File: src/rtl/run_pattern_gen.sv
// Serial run generator: emits req_bit for req_len cycles per accepted request and
// predicts a downstream run detector that fires after DET_LEN equal consecutive bits.
module run_pattern_gen #(
    parameter int LEN_W   = 4,
    parameter int DET_LEN = 4
) (
    input  logic             clk,
    input  logic             RESET,
    input  logic             req_valid,
    input  logic             req_bit,
    input  logic [LEN_W-1:0] req_len,
    output logic             req_ready,
    output logic             out,
    output logic             out_valid,
    output logic             done,
    output logic             err,
    output logic             expect_det
);
    localparam int CNT_W = $clog2(DET_LEN + 1);

    typedef enum logic {IDLE, SEND} state_t;

    state_t           state, state_n;
    logic [LEN_W-1:0] rem, rem_n;
    logic [CNT_W-1:0] cnt, cnt_n;
    logic             out_n, err_n, accept;

    // rem counts the output cycles left in the run, including the current one
    assign done       = (state == SEND) && (rem == LEN_W'(1));
    assign req_ready  = (state == IDLE) || done;
    assign out_valid  = (state == SEND);
    assign expect_det = (cnt >= CNT_W'(DET_LEN));
    assign accept     = req_valid && req_ready;

    always_comb begin
        state_n = state;
        rem_n   = rem;
        out_n   = out;
        err_n   = 1'b0;
        if (state == SEND && !done) begin
            rem_n = rem - LEN_W'(1);
        end else begin
            if (state == SEND)
                state_n = IDLE;
            if (accept) begin
                if (req_len != '0) begin
                    state_n = SEND;
                    rem_n   = req_len;
                    out_n   = req_bit;
                end else begin
                    err_n = 1'b1;
                end
            end
        end
        // a zero count means no cycle since reset has been counted yet
        if (out_n == out && cnt != '0)
            cnt_n = (cnt == CNT_W'(DET_LEN)) ? cnt : cnt + CNT_W'(1);
        else
            cnt_n = CNT_W'(1);
    end

    always_ff @(posedge clk or posedge RESET) begin
        if (RESET) begin
            state <= IDLE;
            rem   <= '0;
            out   <= 1'b0;
            err   <= 1'b0;
            cnt   <= '0;
        end else begin
            state <= state_n;
            rem   <= rem_n;
            out   <= out_n;
            err   <= err_n;
            cnt   <= cnt_n;
        end
    end
endmodule

File: config.mk
export PLATFORM = sky130hd
export DESIGN_NAME = run_pattern_gen
export DESIGN_NICKNAME = d
export VERILOG_FILES = /design/src/rtl/run_pattern_gen.sv
export SDC_FILE = /design/constraint.sdc
export NUM_CORES = 1
export LEC_CHECK = 0
export ABC_AREA = 1
export CAP_MARGIN = 20
export CORE_AREA = 2 2 39 41
export CTS_BUF_LIST = sky130_fd_sc_hd__clkbuf_8
export CTS_CLUSTER_DIAMETER = 80
export DETAILED_ROUTE_END_ITERATION = 10
export DIE_AREA = 0 0 41 43
export GPL_ROUTABILITY_DRIVEN = 1
export PLACE_DENSITY = 0.74
export SLEW_MARGIN = 30
export SYNTH_ARGS = -nofsm -noshare
export SYNTH_HDL_FRONTEND = slang
export SYNTH_SLANG_ARGS = --single-unit
File: constraint.sdc
create_clock -name clk -period 1.4 [get_ports clk]
set_input_delay 0.21 -clock clk [delete_from_list [all_inputs] [get_ports clk]]
set_output_delay 0.21 -clock clk [all_outputs]
set_load 0.01 [all_outputs]
==> qor.csv, run 1 <==
metric;value;unit
status;finished, final reports clean;
Mean Syn Cell Area;7.897;um2
P_int;1.231;mW
Synth cell types;16;
Critical Path Sink Type;flip-flop;
leak pwr;0.4841;nW
routed len/inst;11.11;um
worst hold slack;264.4;ps
Root Buffer;clkbuf_8;
# hold bufs at CTS;0;
Inserted Clock Buffers;3;
Clk Latency, worst-skew pair;240;ps
worst setup margin;0.7712;ps
syn nets;89;
most frequent cell after synthesis;nand2_1;
min cycle time layout;1399;ps
area of the core;0.001384;mm2
H-tree depth;1;
Post-synth EDFFs;0;
YS warnings;0;
diode count;0;
met3 Track Usage GR;0.09424;
Slew @ Worst Pin;400.8;ps
total of max-cap violations;0;
Startpoint Class;flip-flop;
DRT Wirelength;1367;um
io pins;14;
largest net degree at the start of global routing;11;
final setup fails;0;
die width;41;um
Async SR Flop Fraction;1.000;
total number of vias;547;
P_sw;738.3;uW
first-pass GRT wire length;2228;um
Post-synth top cells;nand2_1, inv_1, dfrtp_1, nor2_1;
std cell rows;14;
P per Cell Area;2124;mW/mm2
layout cells sized above 1;0.2991;
Synth top area share;0.4115;
Max IR drop VDD;957.9;uV
GRT Residual Overflow;0;
CTS tree;built;
Max Buffers Root-to-Sink;2;
RSZ-0062 raised after global routing;true;
Clk pin slew, worst setup/hold paths;50;ps
largest area contributor in the netlist;dfrtp_1;
clock sink count;10;
Post-Synthesis Cells;77;
area grow syn2layout;52.47;%
Final HPWL DP;961.5;um
Total Power;1.970;mW
All-Layer GR Usage;0.2059;
power share of the combinational group;0.536;
final period utilization;0.9994;
Chip Height;43;um
Primary FF master, synth;dfrtp_1;
part of the power in registers;0.277;
top area cells in the synthesized netlist;dfrtp_1, nand2_1, inv_1, ha_1, nor2_1;
final hold viol count;0;
met1 usage;0.2259;
kind of critical path;flip-flop to flip-flop;
clock share of power;0.186;
GRT met2 Usage;0.2969;
Critical Path AT;1510;ps
vias in the first global route;544;
Area after DPL;829.5;um2
most used routing layer;met2;
sequential fraction of the synthesis area;0.4115;
Net Sw Frac;0.3749;
antenna violations before repair;0;
Max Freq;714.7;MHz
Max Fanout on Critical Path;2;
clk_skew;1.853;ps
RD Place Congestion;0.8152;
die area;0.001763;mm2
Seq cells post-synth;10;
Final Slew Violations;0;
DRC violations left;0;
Worst Hold Class;input port to async pin;
Net count, final;120;
setup TNS;0;ps
setup slack at placement;-78.04;ps
Final Instance Area;927.1;um2
Slew headroom;0.7325;
drt pass-1 iters;4;
I/O Buffers;13;
Initial Util;0.4394;
CP required;1510;ps
Post-Syn Area;608.1;um2
vias per cell;4.447;
DRT iter0 DRCs;12;
antenna viol nets, final;0;
## cell usage in the layout, fill, tap and decap left out
cell type         n
inv_2             2
buf_6             1
xor2_1            1
dlymetal6s2s_1    1
o21ai_0           3
nand2_2           3
buf_4            13
nor2_1            7
dlygate4sd2_1     2
o211ai_1          3
dfrtp_1           9
nand3_2           2
nand3_1           2
dfrtp_2           1
nand2_1          20
xnor2_1           2
inv_1            13
buf_2             2
nand2_4           1
clkbuf_8          4
ha_4              1
clkdlybuf4s50_1   8
ha_1              3
o21ai_1           1
nor2_2            1
a21oi_4           1
## state kept, by name, indices dropped and copies added (netlist names)
name / count
rem: 4
out: 1
err: 1
cnt: 3
out_valid: 1
## critical path: stages (launching register included)
cell	delay (ps)
dfrtp_1	370
inv_2	70
buf_4	130
buf_4	120
buf_4	120
ha_1	190
xnor2_1	180
o211ai_1	100
## worst paths after layout
check | start | endpoint | slack, ps | cells after the start
max in group asynchronous | RESET | out_valid | 830 | 2
worst min-delay path | RESET | rem[3] | 260 | 2
worst min register to register | out | out | 570 | 2
worst max register to register | rem[1] | rem[2] | 0.8 | 7
worst max-delay path | rem[1] | rem[2] | 0.8 | 7
min in group clk | out | out | 570 | 2
## layer usage
metal	routed length (um)	vias to the layer above	part of all wire
met1	607	239	0.44
met2	663	11	0.49
met5	0	-	0
met4	37	0	0.027
li1	-	293	-
met3	58	4	0.042
## power groups by stage
stage	combinational [mW]	clock, mW	sequential (mW)
final	1.06	0.367	0.546
after global routing	1.18	0.402	0.564
after CTS	0.974	0.374	0.542
after detailed placement	0.949	0	0.536
after global placement	0.912	0	0.531
after floorplan	0.537	0	0.547
## cells by family after synthesis
family | count (synthesis) | share of synthesized area
compound gates | 8 | 0.09671
buf+inv | 16 | 0.09875
xor+xnor | 3 | 0.04322
flops | 10 | 0.4115
fa+ha+maj | 4 | 0.08231
simple gates | 36 | 0.2675
## cell type report
type,count,area (um2)
multi-input cells,51,315.3
clock buffers,4,55.05
well taps,16,20.02
inverters,15,56.30
flip-flops and latches,10,251.5
repair buffers,27,229.0
fillers,119,456.7
## timing repair
action | CTS | global route
resized for setup | 14 | 4
gates cloned | 0 | 0
setup endpoints to repair | 6 | 5
setup buffers | 2 | 2
pin swaps | 3 | 3
## stage by stage
step,utilization,cells
5_1_grt,0.6700,123
3_5_place_dp,0.5995,115
4_1_cts,0.6510,121
3_3_place_gp,0.5995,115
2_1_floorplan,-,77
6_report,0.6700,123
No activity file was read; power rests on OpenSTA's default activity.
==> run 2, diff against run 1 <==
Settings changed: CTS_CLUSTER_DIAMETER 80 to 100.
==> results of run 2 <==
The final DEF is identical to that of run 1; final timing and power are the same.
